$ cat src/rtl/band_power_calc.sv
// band_power_calc: per-band power engine for the spectrum bar display.
// Three signed sample streams are squared and accumulated every sample clock.
// A display flag closes the window: each accumulator is snapshotted and cleared.
// A shared bit-serial square root then turns each band's mean square into a
// 12-bit RMS bar height. Bands are processed in order 1, 2, 3.
module band_power_calc #(
   parameter int unsigned ACC_SHIFT = 12
) (
   input  logic        sample_clk,
   input  logic        rst_n,
   input  logic [11:0] band1_in,
   input  logic [11:0] band2_in,
   input  logic [11:0] band3_in,
   input  logic        set_values_flag,
   output logic [11:0] bin1_out,
   output logic [11:0] bin2_out,
   output logic [11:0] bin3_out,
   output logic        values_valid,
   output logic        busy,
   output logic [7:0]  overrun_cnt
);

   typedef enum logic [1:0] {
      ST_IDLE = 2'd0,
      ST_SQRT = 2'd1,
      ST_DONE = 2'd2
   } state_t;

   // Pipeline stage 1 / 2
   logic [11:0] r_s1_smp [3];
   logic        r_s1_flag;
   logic [11:0] w_mag    [3];
   logic [22:0] w_sq     [3];
   logic [22:0] r_s2_sq  [3];
   logic        r_s2_flag;

   // Accumulation and mean square
   logic [39:0] r_acc      [3];
   logic [40:0] w_sum      [3];
   logic [39:0] w_acc_next [3];
   logic [39:0] w_shifted  [3];
   logic [23:0] w_ms       [3];
   logic        w_snap;

   // Working / pending mean squares
   logic [23:0] r_work [3];
   logic [23:0] r_pend [3];
   logic        r_pending;
   logic [7:0]  r_overrun;

   // Square-root engine
   state_t      r_state;
   state_t      w_state_next;
   logic [1:0]  r_band;
   logic [3:0]  r_bit;
   logic [11:0] r_root;
   logic [23:0] r_root_sq;
   logic [11:0] r_res [3];
   logic [23:0] w_cur_ms;
   logic [11:0] w_bit_mask;
   logic [23:0] w_trial_sq;
   logic        w_take;
   logic [11:0] w_root_new;
   logic [23:0] w_root_sq_new;

   // Outputs
   logic [11:0] r_bin [3];
   logic        r_vv;

   // Stage 1: register the raw samples and the window-close flag.
   always_ff @(posedge sample_clk or negedge rst_n) begin
      if (!rst_n) begin
         for (int unsigned i = 0; i < 3; i++) r_s1_smp[i] <= '0;
         r_s1_flag <= 1'b0;
      end else begin
         r_s1_smp[0] <= band1_in;
         r_s1_smp[1] <= band2_in;
         r_s1_smp[2] <= band3_in;
         r_s1_flag   <= set_values_flag;
      end
   end

   // Square via the magnitude; -2048 maps to 2048, which still fits 12 bits,
   // and the square (max 2^22) fits the 23-bit product exactly.
   always_comb begin
      for (int unsigned i = 0; i < 3; i++) begin
         w_mag[i] = r_s1_smp[i][11] ? (~r_s1_smp[i] + 12'd1) : r_s1_smp[i];
         w_sq[i]  = 23'(w_mag[i]) * 23'(w_mag[i]);
      end
   end

   // Stage 2: register the squares with the flag delayed alongside.
   always_ff @(posedge sample_clk or negedge rst_n) begin
      if (!rst_n) begin
         for (int unsigned i = 0; i < 3; i++) r_s2_sq[i] <= '0;
         r_s2_flag <= 1'b0;
      end else begin
         for (int unsigned i = 0; i < 3; i++) r_s2_sq[i] <= w_sq[i];
         r_s2_flag <= r_s1_flag;
      end
   end

   // Saturating accumulate; the snapshot includes the square on the flag cycle.
   always_comb begin
      for (int unsigned i = 0; i < 3; i++) begin
         w_sum[i]      = {1'b0, r_acc[i]} + 41'(r_s2_sq[i]);
         w_acc_next[i] = w_sum[i][40] ? '1 : w_sum[i][39:0];
         w_shifted[i]  = w_acc_next[i] >> ACC_SHIFT;
         w_ms[i]       = (|w_shifted[i][39:24]) ? '1 : w_shifted[i][23:0];
      end
   end

   assign w_snap = r_s2_flag;

   // Stage 3: accumulators, cleared on the snapshot edge to start a new window.
   always_ff @(posedge sample_clk or negedge rst_n) begin
      if (!rst_n) begin
         for (int unsigned i = 0; i < 3; i++) r_acc[i] <= '0;
      end else begin
         for (int unsigned i = 0; i < 3; i++) r_acc[i] <= w_snap ? '0 : w_acc_next[i];
      end
   end

   // Snapshot routing: load the working set when idle, otherwise park it in
   // the pending set; DONE consumes the old pending value before a new one lands.
   always_ff @(posedge sample_clk or negedge rst_n) begin
      if (!rst_n) begin
         for (int unsigned i = 0; i < 3; i++) begin
            r_work[i] <= '0;
            r_pend[i] <= '0;
         end
         r_pending <= 1'b0;
         r_overrun <= '0;
      end else begin
         case (r_state)
            ST_IDLE: begin
               if (r_pending) begin
                  r_work <= r_pend;
                  if (w_snap) r_pend    <= w_ms;
                  else        r_pending <= 1'b0;
               end else if (w_snap) begin
                  r_work <= w_ms;
               end
            end
            ST_DONE: begin
               if (r_pending) r_work <= r_pend;
               if (w_snap)    r_pend <= w_ms;
               r_pending <= w_snap;
            end
            default: begin
               if (w_snap) begin
                  r_pend    <= w_ms;
                  r_pending <= 1'b1;
                  if (r_pending && (r_overrun != 8'hFF)) r_overrun <= r_overrun + 8'd1;
               end
            end
         endcase
      end
   end

   // Digit-by-digit root step: (root + 2^b)^2 = root^2 + root*2^(b+1) + 2^(2b).
   always_comb begin
      case (r_band)
         2'd0:    w_cur_ms = r_work[0];
         2'd1:    w_cur_ms = r_work[1];
         default: w_cur_ms = r_work[2];
      endcase
      w_bit_mask    = 12'd1 << r_bit;
      w_trial_sq    = r_root_sq + (24'(r_root) << (r_bit + 4'd1)) + (24'd1 << {r_bit, 1'b0});
      w_take        = (w_trial_sq <= w_cur_ms);
      w_root_new    = w_take ? (r_root | w_bit_mask) : r_root;
      w_root_sq_new = w_take ? w_trial_sq : r_root_sq;
   end

   // FSM state register.
   always_ff @(posedge sample_clk or negedge rst_n) begin
      if (!rst_n) r_state <= ST_IDLE;
      else        r_state <= w_state_next;
   end

   // FSM next state: IDLE -> SQRT on a snapshot, 36 SQRT cycles, then DONE.
   always_comb begin
      w_state_next = r_state;
      case (r_state)
         ST_IDLE: if (w_snap || r_pending) w_state_next = ST_SQRT;
         ST_SQRT: if ((r_band == 2'd2) && (r_bit == 4'd0)) w_state_next = ST_DONE;
         ST_DONE: w_state_next = r_pending ? ST_SQRT : ST_IDLE;
         default: w_state_next = ST_IDLE;
      endcase
   end

   // Square-root engine: one result bit per cycle, MSB first, band by band.
   always_ff @(posedge sample_clk or negedge rst_n) begin
      if (!rst_n) begin
         r_band    <= '0;
         r_bit     <= 4'd11;
         r_root    <= '0;
         r_root_sq <= '0;
         for (int unsigned i = 0; i < 3; i++) r_res[i] <= '0;
      end else if (r_state == ST_SQRT) begin
         if (r_bit == 4'd0) begin
            case (r_band)
               2'd0:    r_res[0] <= w_root_new;
               2'd1:    r_res[1] <= w_root_new;
               default: r_res[2] <= w_root_new;
            endcase
            r_band    <= r_band + 2'd1;
            r_bit     <= 4'd11;
            r_root    <= '0;
            r_root_sq <= '0;
         end else begin
            r_bit     <= r_bit - 4'd1;
            r_root    <= w_root_new;
            r_root_sq <= w_root_sq_new;
         end
      end else begin
         r_band    <= '0;
         r_bit     <= 4'd11;
         r_root    <= '0;
         r_root_sq <= '0;
      end
   end

   // Output registers: all three bars update together with the valid pulse.
   always_ff @(posedge sample_clk or negedge rst_n) begin
      if (!rst_n) begin
         for (int unsigned i = 0; i < 3; i++) r_bin[i] <= '0;
         r_vv <= 1'b0;
      end else begin
         r_vv <= (r_state == ST_DONE);
         if (r_state == ST_DONE) r_bin <= r_res;
      end
   end

   assign bin1_out     = r_bin[0];
   assign bin2_out     = r_bin[1];
   assign bin3_out     = r_bin[2];
   assign values_valid = r_vv;
   assign busy         = (r_state != ST_IDLE);
   assign overrun_cnt  = r_overrun;

endmodule

$ cat config.mk
export PLATFORM = sky130hd
export DESIGN_NAME = band_power_calc
export DESIGN_NICKNAME = d
export VERILOG_FILES = /design/src/rtl/band_power_calc.sv
export SDC_FILE = /design/constraint.sdc
export NUM_CORES = 2
export LEC_CHECK = 0
export ABC_AREA = 1
export ABC_CLOCK_PERIOD_IN_PS = 6500
export CORE_UTILIZATION = 25
export CTS_BUF_LIST = sky130_fd_sc_hd__clkbuf_16
export DETAILED_ROUTE_END_ITERATION = 10
export PLACE_DENSITY = 0.52
export SLEW_MARGIN = 40
export SYNTH_ARGS = -nofsm -noshare
export SYNTH_HDL_FRONTEND = slang
export SYNTH_SLANG_ARGS = --single-unit
export TNS_END_PERCENT = 30
$ cat constraint.sdc
create_clock -name sample_clk -period 6.5 [get_ports sample_clk]
set_input_delay 0.975 -clock sample_clk [delete_from_list [all_inputs] [get_ports sample_clk]]
set_output_delay 0.975 -clock sample_clk [all_outputs]
set_load 0.005 [all_outputs]
==> impl_summary.md <==
Clock network
The sink count of the clock tree is 494. After clock tree synthesis, the clock-pin slew on the worst setup and hold paths is 0.07 ns. The number of buffers inserted during clock tree synthesis is 61.

The clock network latency to the later pin of the worst-skew pair is 0.70 ns. The cell at the root of the clock tree is clkbuf_16. The longest clock path from root to sink contains 3 buffers. TritonCTS built the clock tree.

The total of hold buffers inserted after clock tree synthesis is 0. The H-tree level count is 2.

Yosys
The cell taking the most area after synthesis is dfrtp_1. After synthesis, the cell types taking the most area are dfrtp_1, nand2_1, fa_1. The area share of fa/ha/maj cells after synthesis is 21.5%. For this run, asynchronously set or reset flops after synthesis account for 100%. The number of synthesized register bits is 494. The main combinational cell family by area after synthesis is simple AND/OR/NAND/NOR gates. The number of flops mapped to enable cells by yosys is 0.

The compound-gate portion of the synthesized area is 8.84%. The sequential fraction of the synthesis area is 30.5%. Of the post-synthesis cell area, the part taken by muxes is 0.176%. For this run, the leading register cell type out of synthesis is dfrtp_1. Summing every instance area after synthesis gives 40500 um2. The number of different library cells in the post-synthesis netlist is 56.

Synthesis produced 5384 cells. The post-synthesis share of cell area spent on and, or, nand and nor gates is 23.4%. The post-synthesis average cell area is 7.52 um2. The total of warnings raised by yosys is 0. After Yosys synthesis, XOR and XNOR cells account for 3.70% of the synthesized area. The fraction of synthesized cell area taken by the top area cell type is 30.3%.

Route
The remaining antenna violation count after routing is 0. Wires add up to 104 mm. The first-pass iteration count of the detailed router is 6. After detailed routing, the average wire length per cell comes to 13.5 um. The detailed router finished its first iteration with 1948 violations.

The routed layout has 33100 vias. The count of unresolved DRC violations after routing is 0. After detailed routing, the number of vias per cell comes to 4.31.

Floorplanning
In this run the core area contains 147 standard-cell rows. The die boundary width is 405 um. The overall die area is 164000 um2. The vertical extent of the die is 405 um. The effective utilization at floorplan is 25.2%. The core box area is 161000 um2. The count of pins on the block boundary is 85.

Timing
Of the available clock period, the critical path in the final layout requires 93.0%. Timing would allow up to 165 MHz. The setup skew after layout is 0.0310 ns. The setup-violating endpoint count in the final report is 0. The final hold violation count is 0.

The max-slew violation count was 0. At the pin with the least slew margin, the transition time is 0.757 ns. The worst pin sits at a relative slew slack of 49.6%.

The minimum clock period is 6.04 ns. Once routing completed, OpenROAD measured the worst setup slack at 0.456 ns.

Worst setup path
The slowest stage of the critical path belongs to the cell fa_1. In this run the worst path has a maximum fanout of 10. The largest stage delay on the critical path is 0.50 ns. The worst setup path is captured at a flip-flop. Together, buffers and inverters on the worst path number 9. STA puts the critical path data arrival time at 6.65 ns.

The setup path with the least slack is of type reg -> reg. The worst setup path is launched from a flip-flop. In this design, the critical path's most frequently occurring cell is inv_1. STA puts the critical path data required time at 7.10 ns. On the critical path the largest part of the delay comes from adder cells.

Cells and area
The layout has 17600 filler cells. In the final layout, the share of cells above drive strength 1 is 4.70%. Relative to the synthesized area, the layout overhead comes to 14.1%. The antenna cell count is 0. The post-route non-filler standard cell count is 7667. The final layout net count is 6041.

Global route
The wire length of the first global-routing pass is 173 mm. The number of antenna violations at the first check in global routing came to 1. The maximum number of pins on one net before global-route repair is 146. The number of global-route vias before repair was 33100. The final global-route overflow total is 0. The combined global-route utilization of all metal layers is 12.8%.

Job
The max-capacitance violation count is 0.

Pwr
Power spread over the standard cell area amounts to 460 nW/um2. The maximum vdd drop is 0.340 mV. Summed over all cells, the static leakage comes to 0.0247 uW.

Placed design
The sum of net half-perimeters after detailed placement is 79.7 mm. After detailed placement, the design holds a cell count of 7550. At the end of routability-driven placement, the weighted congestion stood at 0.905. Input and output buffers added on the ports amount to 84.

The worst setup timing slack at the placement stage is 0.108 ns.

Min path
The worst hold path class is in -> async.

Run status
The run finished with clean final reports.
## synth_stat cells, types with 4 or more instances
master and instances:
a31oi_1 19, o21ai_0 292, o21bai_1 15, clkbuf_1 90
dfrtp_1 491, buf_4 4, inv_2 9, nand3b_1 10
o31ai_1 10, a21o_1 13, nor2_1 450, mux2i_1 6
nand2_2 4, nor2_2 10, ha_1 300, o211ai_1 5
o21ai_1 12, nor4_1 10, xnor2_1 40, a21oi_1 252
buf_1 8, buf_6 18, nand4_1 110, inv_1 1071
or2_2 11, fa_1 247, nand2_1 1370, clkinv_1 7
xor2_1 131, nor3_1 44, o21a_1 4, nand3_2 16
buf_2 28, nand3_1 212, nor3_2 7, a22o_1 23
## area by class of cell
cell class / instances / area [um2] / share of cell area [%]
clock inverters: 54 / 604 / 1.31
repair buffers: 137 / 1390 / 3.01
flip-flops and latches: 494 / 12400 / 26.8
multi-input cells: 3674 / 23500 / 50.9
well taps: 2160 / 2700 / 5.85
clock buffers: 61 / 1530 / 3.30
inverters: 1087 / 4090 / 8.86
## placed cells by master, fill, tap and decap left out, drive strengths merged, types with 9 or more instances in the layout
cell type / Yosys / layout
dfrtp: 491 / 491
conb: 2 / 21
buf: 58 / 54
a31oi: 19 / 19
ha: 300 / 300
or2: 13 / 13
a21o: 13 / 13
nor4: 11 / 11
inv: 1080 / 1090
nand3b: 10 / 10
clkdlybuf4s50: 0 / 83
bufinv: 0 / 9
o21ai: 304 / 304
o31ai: 10 / 10
nand3: 230 / 230
nor2: 463 / 463
xor2: 131 / 131
clkbuf: 90 / 61
xnor2: 40 / 40
fa: 247 / 247
a22o: 23 / 23
nor3: 52 / 52
nand4: 110 / 110
a21oi: 252 / 252
nand2: 1374 / 1374
o21bai: 15 / 15
clkinv: 7 / 36
## stage by stage
stage / utilization (%) / hold slack (ns) / area (um2) / setup TNS [ns] / power [uW]
2_1_floorplan: - / 0.331 / 40600 / 0 / 14000
3_3_place_gp: 27.2 / 0.338 / 43800 / 0 / 17400
3_5_place_dp: 27.3 / 0.343 / 43900 / 0 / 17500
4_1_cts: 28.6 / 0.121 / 46000 / 0 / 21300
5_1_grt: 28.8 / 0.157 / 46200 / -0.00480 / 23600
6_report: 28.8 / 0.162 / 46200 / 0 / 21300
## worst paths after layout
check,from,endpoint,slack [ns],cells after the start
max,r_s1_smp[24],r_s2_sq[68],0.46,31
min,rst_n,r_acc[2],0.16,1
max reg2reg,r_s1_smp[24],r_s2_sq[68],0.46,31
min reg2reg,r_s1_flag,r_s2_flag,0.37,0
max in group asynchronous,rst_n,r_s1_smp[22],5.00,3
min in group sample_clk,r_s1_flag,r_s2_flag,0.37,0
## metal layers
metal | share of wire, % | routed length (um) | global-route usage (%) | vias up
met5 | 0 | 0 | 0 | -
met4 | 2.2 | 2310 | 3.26 | 0
met3 | 4.2 | 4340 | 1.93 | 123
met2 | 45 | 46600 | 20.7 | 546
met1 | 49 | 50300 | 17.8 | 15600
li1 | - | - | - | 16800
## state kept, by name, indices dropped and copies added, names as in the netlist
signal,cells
r_root_sq,24
r_pending,1
r_s1_flag,1
r_res,36
overrun_cnt,8
r_root,12
r_state,2
bin3_out,12
r_acc,120
bin1_out,12
r_band,2
r_s2_sq,66
r_s2_flag,1
r_pend,72
values_valid,1
r_work,72
r_s1_smp,36
r_bit,4
bin2_out,12
## what timing repair did
action / in CTS / in global routing
gates resized for setup: 0 / 40
setup buffers: 0 / 1
setup endpoints to repair: 0 / 50
hold endpoints to repair: 0 / 0
## power by group
part / leakage, uW / switching (uW) / internal, uW
sequential: 0.00644 / 396 / 3920
clock: 0.00106 / 1530 / 2090
combinational: 0.0172 / 8520 / 4800
## logic make-up (layout without fill, tap and decap cells)
kind of cell	after synthesis	in the layout
multiplexers	7	7
adder cells (fa/ha/maj)	547	547
buffers and inverters	1235	1339
AND/OR/NAND/NOR	2268	2268
AO/OA/AOI/OAI	660	660
flip-flops	494	494
XOR/XNOR	171	171
other	2	21
(Power assumes the default switching activity.)
